## src/rtl/fpu_seq_pkg.sv

```systemverilog
// Definitions shared by the operand sequencer, its result FIFO and the floating-point core.
package fpu_seq_pkg;

  localparam logic [1:0] LOAD_A = 2'd0;
  localparam logic [1:0] LOAD_B = 2'd1;
  localparam logic [1:0] ISSUE  = 2'd2;
  localparam logic [1:0] WAIT_Z = 2'd3;

  typedef enum logic [1:0] {
    OP_ADD = 2'd0,
    OP_SUB = 2'd1,
    OP_MUL = 2'd2,
    OP_DIV = 2'd3
  } fpu_op_e;

endpackage

```

## src/rtl/fpu_operand_sequencer_if.sv

```systemverilog
// Operand input bus, core strobe/ack bus and result output bus of the operand sequencer.
interface fpu_operand_sequencer_if #(
  parameter int WIDTH   = 32,
  parameter int OPSEL_W = 2
);

  // A word or result moves on a rising clk edge where its valid/stb and ready/ack are both high;
  // the sender holds valid and data stable until that edge, and ready never waits on valid.
  logic [WIDTH-1:0]   in_data;
  logic [OPSEL_W-1:0] in_op_sel;
  logic               in_valid;
  logic               in_ready;

  logic [WIDTH-1:0]   fpu_a;
  logic [WIDTH-1:0]   fpu_b;
  logic [OPSEL_W-1:0] fpu_op_sel;
  logic               fpu_a_stb;
  logic               fpu_b_stb;
  logic               fpu_a_ack;
  logic               fpu_b_ack;
  logic [WIDTH-1:0]   fpu_z;
  logic               fpu_z_stb;
  logic               fpu_z_ack;

  logic [WIDTH-1:0]   out_data;
  logic               out_valid;
  logic               out_ready;

  modport slave (
    input  in_data, in_op_sel, in_valid, fpu_a_ack, fpu_b_ack, fpu_z, fpu_z_stb, out_ready,
    output in_ready, fpu_a, fpu_b, fpu_op_sel, fpu_a_stb, fpu_b_stb, fpu_z_ack, out_data, out_valid
  );

  modport master (
    output in_data, in_op_sel, in_valid, fpu_a_ack, fpu_b_ack, fpu_z, fpu_z_stb, out_ready,
    input  in_ready, fpu_a, fpu_b, fpu_op_sel, fpu_a_stb, fpu_b_stb, fpu_z_ack, out_data, out_valid
  );

endinterface

```

## src/rtl/seq_result_fifo.sv

```systemverilog
// Pointer-based result FIFO with occupancy count; full/empty come from the registered count.
module seq_result_fifo
  import fpu_seq_pkg::*;
#(
  parameter int WIDTH     = 32,
  parameter int RES_DEPTH = 4
) (
  input  logic                       clk,
  input  logic                       rst_n,
  input  logic                       push_i,
  input  logic [WIDTH-1:0]           push_data_i,
  input  logic                       pop_i,
  output logic [WIDTH-1:0]           head_o,
  output logic                       full_o,
  output logic                       empty_o,
  output logic [$clog2(RES_DEPTH):0] count_o
);

  localparam int AW = $clog2(RES_DEPTH);

  logic [WIDTH-1:0] mem_q [RES_DEPTH];
  logic [AW-1:0]    wr_q, wr_d;
  logic [AW-1:0]    rd_q, rd_d;
  logic [AW:0]      count_q, count_d;
  logic             do_push, do_pop;

  assign full_o  = (count_q == (AW+1)'(RES_DEPTH));
  assign empty_o = (count_q == '0);
  assign do_push = push_i && !full_o;
  assign do_pop  = pop_i && !empty_o;
  assign head_o  = mem_q[rd_q];
  assign count_o = count_q;

  // Depth is a power of two, so the pointers wrap on their natural overflow.
  always_comb begin
    wr_d    = do_push ? wr_q + AW'(1) : wr_q;
    rd_d    = do_pop  ? rd_q + AW'(1) : rd_q;
    count_d = count_q;
    case ({do_push, do_pop})
      2'b10:   count_d = count_q + (AW+1)'(1);
      2'b01:   count_d = count_q - (AW+1)'(1);
      default: count_d = count_q;
    endcase
  end

  always_ff @(posedge clk or negedge rst_n) begin
    if (!rst_n) begin
      wr_q    <= '0;
      rd_q    <= '0;
      count_q <= '0;
      for (int i = 0; i < RES_DEPTH; i++) mem_q[i] <= '0;
    end else begin
      wr_q    <= wr_d;
      rd_q    <= rd_d;
      count_q <= count_d;
      if (do_push) mem_q[wr_q] <= push_data_i;
    end
  end

endmodule

```

## src/rtl/fpu_operand_sequencer.sv

```systemverilog
// Floating-point core front end: assembles A/B operand pairs, runs the core strobe/ack handshakes,
// queues results, and owns the core reset (synchronised release plus watchdog recovery pulse).
module fpu_operand_sequencer
  import fpu_seq_pkg::*;
#(
  parameter int WIDTH     = 32,
  parameter int OPSEL_W   = 2,
  parameter int RES_DEPTH = 4,
  parameter int TIMEOUT   = 1024
) (
  input  logic                       clk,
  input  logic                       rst_n,
  fpu_operand_sequencer_if.slave     bus,
  output logic                       fpu_rst,
  output logic [$clog2(RES_DEPTH):0] out_level,
  output logic                       busy,
  output logic                       err_timeout,
  input  logic                       err_clr,
  output logic [1:0]                 dbg_state
);

  localparam int              CW      = (TIMEOUT > 1) ? $clog2(TIMEOUT) : 1;
  localparam logic [CW-1:0]   WD_LAST = CW'((TIMEOUT > 0) ? TIMEOUT - 1 : 0);
  localparam logic            WD_EN   = (TIMEOUT > 0);

  logic [1:0]         state_q, state_d;
  logic [WIDTH-1:0]   a_q, a_d;
  logic [WIDTH-1:0]   b_q, b_d;
  logic [OPSEL_W-1:0] op_q, op_d;
  logic               a_stb_q, a_stb_d;
  logic               b_stb_q, b_stb_d;
  logic [CW-1:0]      wd_cnt_q, wd_cnt_d;
  logic               err_q, err_d;
  logic               wd_rst_q;
  logic [1:0]         sync_q;
  logic               core_rdy_q;

  logic in_ready_w, in_fire, z_ack_w, capture, in_flight, wd_fire;
  logic fifo_full, fifo_empty;

  // Core reset asserts with rst_n and releases on the second clk edge after rst_n rises;
  // inputs open one cycle after any core reset ends.
  assign fpu_rst    = !sync_q[1] || wd_rst_q;
  assign in_ready_w = ((state_q == LOAD_A) || (state_q == LOAD_B)) && core_rdy_q && !fpu_rst;
  assign in_fire    = bus.in_valid && in_ready_w;
  assign z_ack_w    = (state_q == WAIT_Z) && !fifo_full;
  assign capture    = z_ack_w && bus.fpu_z_stb;
  assign in_flight  = (state_q == ISSUE) || (state_q == WAIT_Z);
  assign wd_fire    = WD_EN && in_flight && (wd_cnt_q == WD_LAST) && !capture;

  always_comb begin
    state_d  = state_q;
    a_d      = a_q;
    b_d      = b_q;
    op_d     = op_q;
    a_stb_d  = a_stb_q;
    b_stb_d  = b_stb_q;
    wd_cnt_d = in_flight ? wd_cnt_q + CW'(1) : wd_cnt_q;
    case (state_q)
      LOAD_A: if (in_fire) begin
        a_d     = bus.in_data;
        op_d    = bus.in_op_sel;
        state_d = LOAD_B;
      end
      LOAD_B: if (in_fire) begin
        b_d      = bus.in_data;
        a_stb_d  = 1'b1;
        b_stb_d  = 1'b1;
        wd_cnt_d = '0;
        state_d  = ISSUE;
      end
      ISSUE: begin
        if (bus.fpu_a_ack) a_stb_d = 1'b0;
        if (bus.fpu_b_ack) b_stb_d = 1'b0;
        if (!a_stb_d && !b_stb_d) state_d = WAIT_Z;
      end
      WAIT_Z: if (capture) state_d = LOAD_A;
      default: state_d = LOAD_A;
    endcase
    // A hung core abandons the operation; the result FIFO is left untouched.
    if (wd_fire) begin
      state_d = LOAD_A;
      a_stb_d = 1'b0;
      b_stb_d = 1'b0;
    end
    err_d = wd_fire ? 1'b1 : (err_clr ? 1'b0 : err_q);
  end

  always_ff @(posedge clk or negedge rst_n) begin
    if (!rst_n) begin
      state_q    <= LOAD_A;
      a_q        <= '0;
      b_q        <= '0;
      op_q       <= '0;
      a_stb_q    <= 1'b0;
      b_stb_q    <= 1'b0;
      wd_cnt_q   <= '0;
      err_q      <= 1'b0;
      wd_rst_q   <= 1'b0;
      sync_q     <= 2'b00;
      core_rdy_q <= 1'b0;
    end else begin
      state_q    <= state_d;
      a_q        <= a_d;
      b_q        <= b_d;
      op_q       <= op_d;
      a_stb_q    <= a_stb_d;
      b_stb_q    <= b_stb_d;
      wd_cnt_q   <= wd_cnt_d;
      err_q      <= err_d;
      wd_rst_q   <= wd_fire;
      sync_q     <= {sync_q[0], 1'b1};
      core_rdy_q <= !fpu_rst;
    end
  end

  seq_result_fifo #(
    .WIDTH     (WIDTH),
    .RES_DEPTH (RES_DEPTH)
  ) u_fifo (
    .clk         (clk),
    .rst_n       (rst_n),
    .push_i      (capture),
    .push_data_i (bus.fpu_z),
    .pop_i       (bus.out_ready),
    .head_o      (bus.out_data),
    .full_o      (fifo_full),
    .empty_o     (fifo_empty),
    .count_o     (out_level)
  );

  assign bus.in_ready   = in_ready_w;
  assign bus.fpu_a      = a_q;
  assign bus.fpu_b      = b_q;
  assign bus.fpu_op_sel = op_q;
  assign bus.fpu_a_stb  = a_stb_q;
  assign bus.fpu_b_stb  = b_stb_q;
  assign bus.fpu_z_ack  = z_ack_w;
  assign bus.out_valid  = !fifo_empty;
  assign busy           = (state_q != LOAD_A);
  assign err_timeout    = err_q;
  assign dbg_state      = state_q;

endmodule

```

## src/flat_wrapper.sv

```systemverilog
// flat-port wrapper written by rule: the top's interface ports become plain ports
module fpu_operand_sequencer_flat import fpu_seq_pkg::*;
#(
  parameter int WIDTH     = 32,
  parameter int OPSEL_W   = 2,
  parameter int RES_DEPTH = 4,
  parameter int TIMEOUT   = 1024
)
  (clk, rst_n, fpu_rst, out_level, busy, err_timeout, err_clr, dbg_state, bus_in_data, bus_in_op_sel, bus_in_valid, bus_fpu_a_ack, bus_fpu_b_ack, bus_fpu_z, bus_fpu_z_stb, bus_out_ready, bus_in_ready, bus_fpu_a, bus_fpu_b, bus_fpu_op_sel, bus_fpu_a_stb, bus_fpu_b_stb, bus_fpu_z_ack, bus_out_data, bus_out_valid);
  fpu_operand_sequencer_if #(.WIDTH(WIDTH), .OPSEL_W(OPSEL_W)) bus_i ();
  input  logic clk;
  input  logic rst_n;
  output logic fpu_rst;
  output logic [$clog2(RES_DEPTH):0] out_level;
  output logic busy;
  output logic err_timeout;
  input  logic err_clr;
  output logic [1:0] dbg_state;
  input wire logic [$bits(bus_i.in_data)-1:0] bus_in_data;
  input wire logic [$bits(bus_i.in_op_sel)-1:0] bus_in_op_sel;
  input wire logic [$bits(bus_i.in_valid)-1:0] bus_in_valid;
  input wire logic [$bits(bus_i.fpu_a_ack)-1:0] bus_fpu_a_ack;
  input wire logic [$bits(bus_i.fpu_b_ack)-1:0] bus_fpu_b_ack;
  input wire logic [$bits(bus_i.fpu_z)-1:0] bus_fpu_z;
  input wire logic [$bits(bus_i.fpu_z_stb)-1:0] bus_fpu_z_stb;
  input wire logic [$bits(bus_i.out_ready)-1:0] bus_out_ready;
  output wire logic [$bits(bus_i.in_ready)-1:0] bus_in_ready;
  output wire logic [$bits(bus_i.fpu_a)-1:0] bus_fpu_a;
  output wire logic [$bits(bus_i.fpu_b)-1:0] bus_fpu_b;
  output wire logic [$bits(bus_i.fpu_op_sel)-1:0] bus_fpu_op_sel;
  output wire logic [$bits(bus_i.fpu_a_stb)-1:0] bus_fpu_a_stb;
  output wire logic [$bits(bus_i.fpu_b_stb)-1:0] bus_fpu_b_stb;
  output wire logic [$bits(bus_i.fpu_z_ack)-1:0] bus_fpu_z_ack;
  output wire logic [$bits(bus_i.out_data)-1:0] bus_out_data;
  output wire logic [$bits(bus_i.out_valid)-1:0] bus_out_valid;
  assign bus_i.in_data = bus_in_data;
  assign bus_i.in_op_sel = bus_in_op_sel;
  assign bus_i.in_valid = bus_in_valid;
  assign bus_i.fpu_a_ack = bus_fpu_a_ack;
  assign bus_i.fpu_b_ack = bus_fpu_b_ack;
  assign bus_i.fpu_z = bus_fpu_z;
  assign bus_i.fpu_z_stb = bus_fpu_z_stb;
  assign bus_i.out_ready = bus_out_ready;
  assign bus_in_ready = bus_i.in_ready;
  assign bus_fpu_a = bus_i.fpu_a;
  assign bus_fpu_b = bus_i.fpu_b;
  assign bus_fpu_op_sel = bus_i.fpu_op_sel;
  assign bus_fpu_a_stb = bus_i.fpu_a_stb;
  assign bus_fpu_b_stb = bus_i.fpu_b_stb;
  assign bus_fpu_z_ack = bus_i.fpu_z_ack;
  assign bus_out_data = bus_i.out_data;
  assign bus_out_valid = bus_i.out_valid;
  fpu_operand_sequencer #(.WIDTH(WIDTH), .OPSEL_W(OPSEL_W), .RES_DEPTH(RES_DEPTH), .TIMEOUT(TIMEOUT)) u_core (.clk(clk), .rst_n(rst_n), .bus(bus_i), .fpu_rst(fpu_rst), .out_level(out_level), .busy(busy), .err_timeout(err_timeout), .err_clr(err_clr), .dbg_state(dbg_state));
endmodule
```

## config.mk

```make
export PLATFORM = sky130hd
export DESIGN_NAME = fpu_operand_sequencer_flat
export DESIGN_NICKNAME = d
export VERILOG_FILES = /design/src/rtl/fpu_seq_pkg.sv /design/src/rtl/fpu_operand_sequencer_if.sv /design/src/rtl/seq_result_fifo.sv /design/src/rtl/fpu_operand_sequencer.sv /design/src/flat_wrapper.sv
export SDC_FILE = /design/constraint.sdc
export NUM_CORES = 1
export LEC_CHECK = 0
export BUFFER_PORTS_ARGS = -buffer_cell sky130_fd_sc_hd__buf_2
export CAP_MARGIN = 0
export CORE_AREA = 2 2 173 175
export CTS_CLUSTER_SIZE = 10
export DETAILED_ROUTE_END_ITERATION = 6
export DIE_AREA = 0 0 175 177
export PLACE_DENSITY = 0.55
export SYNTH_ARGS = -nofsm -noshare
export SYNTH_HDL_FRONTEND = slang
export SYNTH_SLANG_ARGS = --single-unit
export TNS_END_PERCENT = 50
```

## constraint.sdc

```tcl
create_clock -name clk -period 2.92 [get_ports clk]
set_input_delay 0.584 -clock clk [delete_from_list [all_inputs] [get_ports clk]]
set_output_delay 0.584 -clock clk [all_outputs]
set_load 0.1 [all_outputs]
```

==> results of run 1 <==
==> worst max-delay path by stage <==
stage                                         startpoint                                   end  slack (ns)  depth (start not counted)
floorplan           u_core.u_fifo.count_o[0]$_DFFE_PN0P_  u_core.u_fifo.count_o[2]$_DFFE_PN0P_        0.06                          8
global placement    u_core.u_fifo.count_o[1]$_DFFE_PN0P_  u_core.u_fifo.count_o[2]$_DFFE_PN0P_        0.66                          9
detailed placement       u_core.dbg_state[1]$_DFFE_PN0P_      u_core.bus.fpu_b[19]$_DFFE_PN0P_        0.59                          7
CTS                    u_core.u_fifo.rd_q[0]$_DFFE_PN0P_                      bus_out_data[20]        0.12                          3
global route           u_core.u_fifo.rd_q[0]$_DFFE_PN0P_                      bus_out_data[14]        0.06                          3
finish                 u_core.u_fifo.rd_q[0]$_DFFE_PN0P_                       bus_out_data[4]        0.19                          3
==> cell type report <==
cell class,count,area share [%]
timing repair buffer,196,12.7
clock buffer,36,5.78
antenna,1,0.0201
multi-input combinational,319,32.8
tap,390,3.92
inverter,17,0.552
sequential,220,44.2
==> cells in the mapped netlist (7+ instances only) <==
cell and number:
sky130_fd_sc_hd__mux2_4 120, sky130_fd_sc_hd__nand2_1 9, sky130_fd_sc_hd__xnor2_1 7, sky130_fd_sc_hd__buf_12 13, sky130_fd_sc_hd__mux4_2 32, sky130_fd_sc_hd__buf_2 8, sky130_fd_sc_hd__dfrtp_1 220, sky130_fd_sc_hd__nor2_1 15
sky130_fd_sc_hd__ha_1 11, sky130_fd_sc_hd__xor2_1 8, sky130_fd_sc_hd__mux2_2 74, sky130_fd_sc_hd__inv_1 16
==> logic make-up (layout without fill, tap and decap cells) <==
kind of cell               Yosys count  count (layout)  share of synthesized area [%]
DFF                                220             220                           54.9
muxes                              226             226                           33.5
and+or+nand+nor                     44              44                           3.06
other                                1               2                         0.0374
AOI/OAI and AO/OA                   21              21                           1.32
buffers and inverters               48             249                           4.32
adders and majority gates           12              12                           1.57
xor gates and xnor gates            15              15                           1.31
==> critical path: cells and delay by family, from the launching register on <==
kind / cells / cell delay, ns
mux: 1 / 0.59
flops: 1 / 0.52
buf+inv: 2 / 0.49
==> flip-flops by register name, summed over array words and instances, names as in the netlist <==
register               count
u_core.wd_cnt_q           10
u_core.bus.fpu_b          32
u_core.bus.fpu_a_stb       1
u_core.err_timeout         1
u_core.bus.fpu_op_sel      2
u_core.u_fifo.rd_q         2
u_core.sync_q              2
u_core.core_rdy_q          1
u_core.dbg_state           2
u_core.u_fifo.count_o      3
u_core.wd_rst_q            1
u_core.u_fifo.mem_q      128
u_core.u_fifo.wr_q         2
u_core.bus.fpu_a          32
u_core.bus.fpu_b_stb       1
==> repair_timing <==
item,CTS,global route
hold endpoints to repair,43,0
hold buffers,1,0
endpoints found under the setup margin,0,0
==> metal layers <==
layer  global-route usage, %  routed length, microns  vias up
li1                        -                       -     2476
met2                    24.0                   10800       82
met1                    18.9                    9600     2873
met3                    2.68                     851       33
met5                       0                       0        -
met4                    3.19                     361        0
==> through the flow <==
stage	cell area, sq um	instances	utilization (%)
finish	12500	1179	42.6
CTS	12500	1178	42.6
global placement	11700	1141	40.1
floorplan	10000	587	-
detailed placement	11700	1141	40.1
global route	12500	1178	42.6
==> results.tsv, run 1 <==
stage	metric	value	unit
status	outcome	completed	
hold_path	whs_path_depth	2	
job	maxCapViolations	0	
sta	finalSetupTns	0	ns
drt	avgViaCountPerCell	4.63	
layout	flow.area_growth_from_synthesis	24.2	%
clock_tree	htreeDepth	1	
clock_tree	clock_tree_from_tritoncts	yes	
drt	wl_per_cell	18.4	microns
hold_path	timing.hold.worst.class	primary input to flop	
clock_tree	clock_path_buffers	3	
clock_tree	post_cts.resized_instances	0	
synth	average_footprint_of_a_synthesized_cell	17.1	sq um
layout	seq_area	5510	sq um
drt	vias	5464	
floorplanning	die_width	175	microns
sta	setup_violations	0	
sta	max_freq	367	MHz
synth	post_synthesis_instance_area	10000	sq um
clock_tree	cts_sink_cnt	220	
layout	design.final.nets	866	
synth	synth_ff_type	sky130_fd_sc_hd__dfrtp_1	
layout	post_route_cells_drive_above_1_share	59.0	%
hold_path	worst_hold_startpoint	err_clr	
global_routing	grt_first_pass_wirelength	34700	microns
sta	max_slew.worst_pin.slew	0.535	ns
floorplanning	boundaryPins	185	
sta	final_max_slew_viol_count	0	
synth	asyncSetResetFlopFracSynth	100	%
synth	ys_ff_latch	220	
floorplanning	std_cell_rows	63	
placement	placement.setup.worst_slack	0.585	ns
global_routing	via_count_of_the_first_global_routing_pass	5919	
floorplanning	dieArea	31000	sq um
sta	final_min_period_over_clock_period	93.4	%
worst_setup_path	setup.worst_path.start_class	flop	
synth	synth_seq_area_share	54.9	%
worst_setup_path	crit_top_cell	sky130_fd_sc_hd__buf_12	
global_routing	grt-ovfl-total	0	
worst_setup_path	critical_path.reg2reg.endpoint	u_core.bus.fpu_b[4]$_DFFE_PN0P_	
synth	ys_types	41	
sta	postLayoutSetupSlackWorst	0.192	ns
sta	rsz_0062_raised_after_global_routing	no	
sta	whs	0.255	ns
clock_tree	cts.clk_slew.worst_paths	0.06	ns
layout	area_occupied_by_multi_input_gates	4090	sq um
worst_setup_path	max_stage_delay	0.59	ns
sta	final_period_minus_worst_setup_slack	2.73	ns
drt	drtPass1Iterations	4	
floorplanning	core_region_area	29200	sq um
worst_setup_path	critPathCaptureType	primary output	
synth	synth_top_area_share	54.9	%
placement	routabilityCongestion	0.737	
sta	max_slew_margin	64.6	%
synth	synth_top_cells_by_area	sky130_fd_sc_hd__dfrtp_1, sky130_fd_sc_hd__mux2_4, sky130_fd_sc_hd__mux2_2, sky130_fd_sc_hd__mux4_2, sky130_fd_sc_hd__buf_12	
clock_tree	insertion_delay	0.52	ns
worst_setup_path	criticalPathCategory	flop to primary output	
drt	final_antenna_net_count	0	
worst_setup_path	cp_data_required_time	2.34	ns
worst_setup_path	r2r-start	u_core.dbg_state[1]$_DFFE_PN0P_	
worst_setup_path	cp_slowest_cell	sky130_fd_sc_hd__mux4_2	
hold_path	worstHoldEndpoint	u_core.err_timeout$_DFFE_PN0P_	
floorplanning	initial_utilization	34.3	%
layout	fill_cells	2663	
placement	place.port_buffers	184	
floorplanning	die_height	177	microns
global_routing	number_of_antenna_violations_at_the_first_check_in_global_routing	1	
clock_tree	cts_inserted_buffers	26	
layout	most_common_library_cell_in_the_layout_ignoring_fill_and_taps	sky130_fd_sc_hd__dfrtp_1	
sta	clk_skew	0.0134	ns
worst_setup_path	cp_data_arrival_time	2.14	ns
global_routing	grt_start_max_net_pins	68	
worst_setup_path	timing.reg2reg.worst_path_depth	7	
worst_setup_path	reg2reg_setup_slack	0.58	ns
global_routing	gr-usage-all-layers	14.2	%
clock_tree	root_buffer	sky130_fd_sc_hd__clkbuf_16	
sta	hold_violation_count_in_the_final_report	0	
clock_tree	post-cts-setup-buffers	0	
placement	dp.final_hpwl	13900	microns
layout	final_cell_mix	sky130_fd_sc_hd__dfrtp_1, sky130_fd_sc_hd__buf_2, sky130_fd_sc_hd__mux2_4	
synth	syn-instance-count	587	
drt	first_iter_violations	223	
worst_setup_path	critical_path.cell_chain	buf_12 -> mux4_2 -> buf_12	
synth	synth-edff-count	0	
synth	synthesis.nets	673	
drt	total_detailed_routing_wirelength	21600	microns
drt	detail_route.drc_violations	0	
synth	synthesis.yosys.warnings	0	
synth	synth.largest_area_cell	sky130_fd_sc_hd__dfrtp_1	
worst_setup_path	path_max_fanout	27	
Power of run 1 is left out: the tool's default activity adds up to more than one toggle a clock period on the data nets, which glitch-free logic cannot reach.
==> run 2: changes to the inputs <==
--- a/config.mk
+++ b/config.mk
@@ -7,11 +7,11 @@
 export LEC_CHECK = 0
 export BUFFER_PORTS_ARGS = -buffer_cell sky130_fd_sc_hd__buf_2
 export CAP_MARGIN = 0
-export CORE_AREA = 2 2 173 175
+export CORE_AREA = 2 2 162 164
 export CTS_CLUSTER_SIZE = 10
 export DETAILED_ROUTE_END_ITERATION = 6
-export DIE_AREA = 0 0 175 177
-export PLACE_DENSITY = 0.55
+export DIE_AREA = 0 0 164 166
+export PLACE_DENSITY = 0.63
 export SYNTH_ARGS = -nofsm -noshare
 export SYNTH_HDL_FRONTEND = slang
 export SYNTH_SLANG_ARGS = --single-unit
==> constraint.sdc (replaced) <==
create_clock -name clk -period 2.4 [get_ports clk]
set_input_delay 0.48 -clock clk [delete_from_list [all_inputs] [get_ports clk]]
set_output_delay 0.48 -clock clk [all_outputs]
set_load 0.1 [all_outputs]
==> run 2 against run 1 <==
  * The flow now finishes with violations (negative setup slack)
  * Critical endpoint is now bus_out_data[2]
  * Cell area up 1.3%
  * Count of clock-buffer cells in the layout down 1
  * Worst setup slack worse by 0.20 ns
  * First-iteration DRC count up 23%
  * Highest routed layer unchanged
  * Final cell count down 3.4%
  * Core utilization up 6.7 points
  * Die area down 12%
  * Wire length down 4.9%
  * Largest cell class unchanged
  * Flip-flop and latch count unchanged
==> results.tsv, run 2 (same netlist as run 1, synthesis figures left out) <==
stage	metric	value	unit	change
layout	design.final.nets	880		+1.6%
sta	final_min_period_over_clock_period	100	%	
sta	final_period_minus_worst_setup_slack	2.41	ns	
layout	seq_area	5530	sq um	+0.34%
worst_setup_path	timing.reg2reg.worst_path_depth	9		+2
placement	routabilityCongestion	0.772		+4.8%
layout	postLayoutCellArea	12600	sq um	+1.3%
drt	wl_per_cell	18.1	microns	-1.6%
drt	first_iter_violations	274		+23%
drt	final_antenna_net_count	0		unchanged
floorplanning	dieArea	27200	sq um	-12%
global_routing	gr-usage-all-layers	15.7	%	+1.5 points
job	maxCapViolations	0		unchanged
hold_path	whs_path_depth	2		unchanged
sta	clk_skew	0.0229	ns	+0.00954 ns
layout	flow.area_growth_from_synthesis	25.8	%	
drt	total_detailed_routing_wirelength	20600	microns	-4.9%
clock_tree	root_buffer	sky130_fd_sc_hd__clkbuf_16		
worst_setup_path	cp.buffers_inverters	2		unchanged
worst_setup_path	cp_slowest_cell	sky130_fd_sc_hd__mux4_2		
floorplanning	boundaryPins	185		unchanged
clock_tree	clock_tree_from_tritoncts	yes		
worst_setup_path	critPathCaptureType	primary output		
floorplanning	die_width	164	microns	-6.3%
layout	post_route_cells_drive_above_1_share	60.9	%	+1.9 points
layout	most_common_library_cell_in_the_layout_ignoring_fill_and_taps	sky130_fd_sc_hd__dfrtp_1		
worst_setup_path	criticalPathCategory	flop to primary output		
sta	rsz_0062_raised_after_global_routing	yes		
worst_setup_path	cp_data_required_time	1.92	ns	-0.42 ns
layout	area_occupied_by_multi_input_gates	4120	sq um	+0.58%
worst_setup_path	critical_path.cell_chain	buf_12 -> mux4_2 -> buf_12		
sta	max_slew.worst_pin.slew	0.545	ns	+0.0102 ns
floorplanning	die_height	166	microns	-6.2%
sta	finalSetupTns	-0.0216	ns	-0.0216 ns
status	violations	negative setup slack		
worst_setup_path	critPathTopFamily	multiplexers		
clock_tree	htreeDepth	1		unchanged
clock_tree	clock_path_buffers	3		unchanged
sta	max_freq	415	MHz	
global_routing	number_of_antenna_violations_at_the_first_check_in_global_routing	1		unchanged
clock_tree	cts_inserted_buffers	26		unchanged
layout	fill_cells	2172		-18%
global_routing	grt_start_max_net_pins	67		-1.5%
floorplanning	std_cell_rows	59		-6.3%
sta	max_slew_margin	63.7	%	-0.93 points
layout	max_flop_register	u_core.u_fifo.mem_q		
placement	dp.final_hpwl	13800	microns	-0.85%
drt	vias	5517		+0.97%
worst_setup_path	path_depth	3		unchanged
clock_tree	cts_sink_cnt	220		unchanged
clock_tree	cts.clk_slew.worst_paths	0.06	ns	about the same
sta	hold_violation_count_in_the_final_report	0		unchanged
sta	final_max_slew_viol_count	0		unchanged
worst_setup_path	setup.worst_path.start_class	flop		
placement	place.port_buffers	184		unchanged
drt	drtPass1Iterations	4		unchanged
drt	avgViaCountPerCell	4.84		+4.5%
clock_tree	insertion_delay	0.53	ns	about the same
layout	final_cell_mix	sky130_fd_sc_hd__dfrtp_1, sky130_fd_sc_hd__buf_2, sky130_fd_sc_hd__mux2_4		
worst_setup_path	cp_data_arrival_time	1.93	ns	-0.21 ns
global_routing	via_count_of_the_first_global_routing_pass	6086		+2.8%
sta	postLayoutSetupSlackWorst	-0.00792	ns	-0.200 ns
global_routing	grt-ovfl-total	0		unchanged
drt	detail_route.drc_violations	0		unchanged
floorplanning	initial_utilization	39.1	%	+4.9 points
floorplanning	core_region_area	25600	sq um	-12%
worst_setup_path	max_stage_delay	0.58	ns	about the same
placement	area_post_placement	11900	sq um	+1.3%
global_routing	grt_first_pass_wirelength	34100	microns	-1.6%
worst_setup_path	crit_top_cell	sky130_fd_sc_hd__buf_12		
worst_setup_path	path_max_fanout	18		-33%
sta	setup_violations	5		+5
clock_tree	post-cts-setup-buffers	0		unchanged
hold_path	timing.hold.worst.class	primary input to flop		
layout	largest_register_ff_count	128		unchanged
status	outcome	complete, but fails checks		
## run 2: cell types whose count changed in the layout (fill, tap and decap cells not counted), moves of 2 or more
cell,previous run,this run
sky130_fd_sc_hd__ha_1,11,8
sky130_fd_sc_hd__buf_4,5,13
sky130_fd_sc_hd__dfrtp_4,0,5
sky130_fd_sc_hd__buf_12,38,45
sky130_fd_sc_hd__dfrtp_1,219,214
sky130_fd_sc_hd__buf_2,151,149
sky130_fd_sc_hd__ha_2,0,2
## run 2: repair_timing
action                                  CTS  global route
hold endpoints to repair                 58             0
endpoints found under the setup margin   33            34
hold buffers                              1             0
resized for setup                         6             4
## run 2: final timing paths
path,start,end,slack (ns)
max,u_core.u_fifo.rd_q[0]$_DFFE_PN0P_,bus_out_data[2],-0.008
min,err_clr,u_core.err_timeout$_DFFE_PN0P_,0.13
max reg2reg,u_core.u_fifo.count_o[0]$_DFFE_PN0P_,u_core.u_fifo.count_o[2]$_DFFE_PN0P_,0.17
min reg2reg,u_core.sync_q[0]$_DFF_PN0_,u_core.sync_q[1]$_DFF_PN0_,0.35
max in group asynchronous,rst_n,u_core.u_fifo.mem_q[32]$_DFFE_PN0P_,1.21
min in group asynchronous,rst_n,u_core.bus.fpu_b[18]$_DFFE_PN0P_,0.50
## run 2: layout make-up
type                            count  share of cell area [%]
Antenna cell                        1                  0.0198
Clock buffer                       35                    5.42
Clock inverter                      2                   0.169
Inverter                           17                   0.545
Multi-Input combinational cell    319                    32.6
Sequential cell                   220                    43.8
Tap cell                          335                    3.32
Timing Repair Buffer              210                    14.1
## run 2: routing by layer
layer | vias to the layer above | part of all wire (%) | GRT usage (%)
li1 | 2513 | - | -
met3 | 37 | 3.9 | 2.65
met5 | - | 0 | 0
met2 | 101 | 51 | 26.3
met1 | 2866 | 43 | 21.1
met4 | 0 | 2.4 | 4.54
## run 2: metrics by stage
step,hold slack [ns],util [%],setup slack (ns),instances
4_1_cts,0.111,49.2,-0.0617,1138
2_1_floorplan,0.184,-,-0.00852,587
6_report,0.134,49.3,-0.00792,1139
3_5_place_dp,0.338,46.3,0.141,1100
5_1_grt,0.151,49.2,-0.0779,1138
3_3_place_gp,0.333,46.3,0.146,1100
Power of run 2 is left out for the same reason.
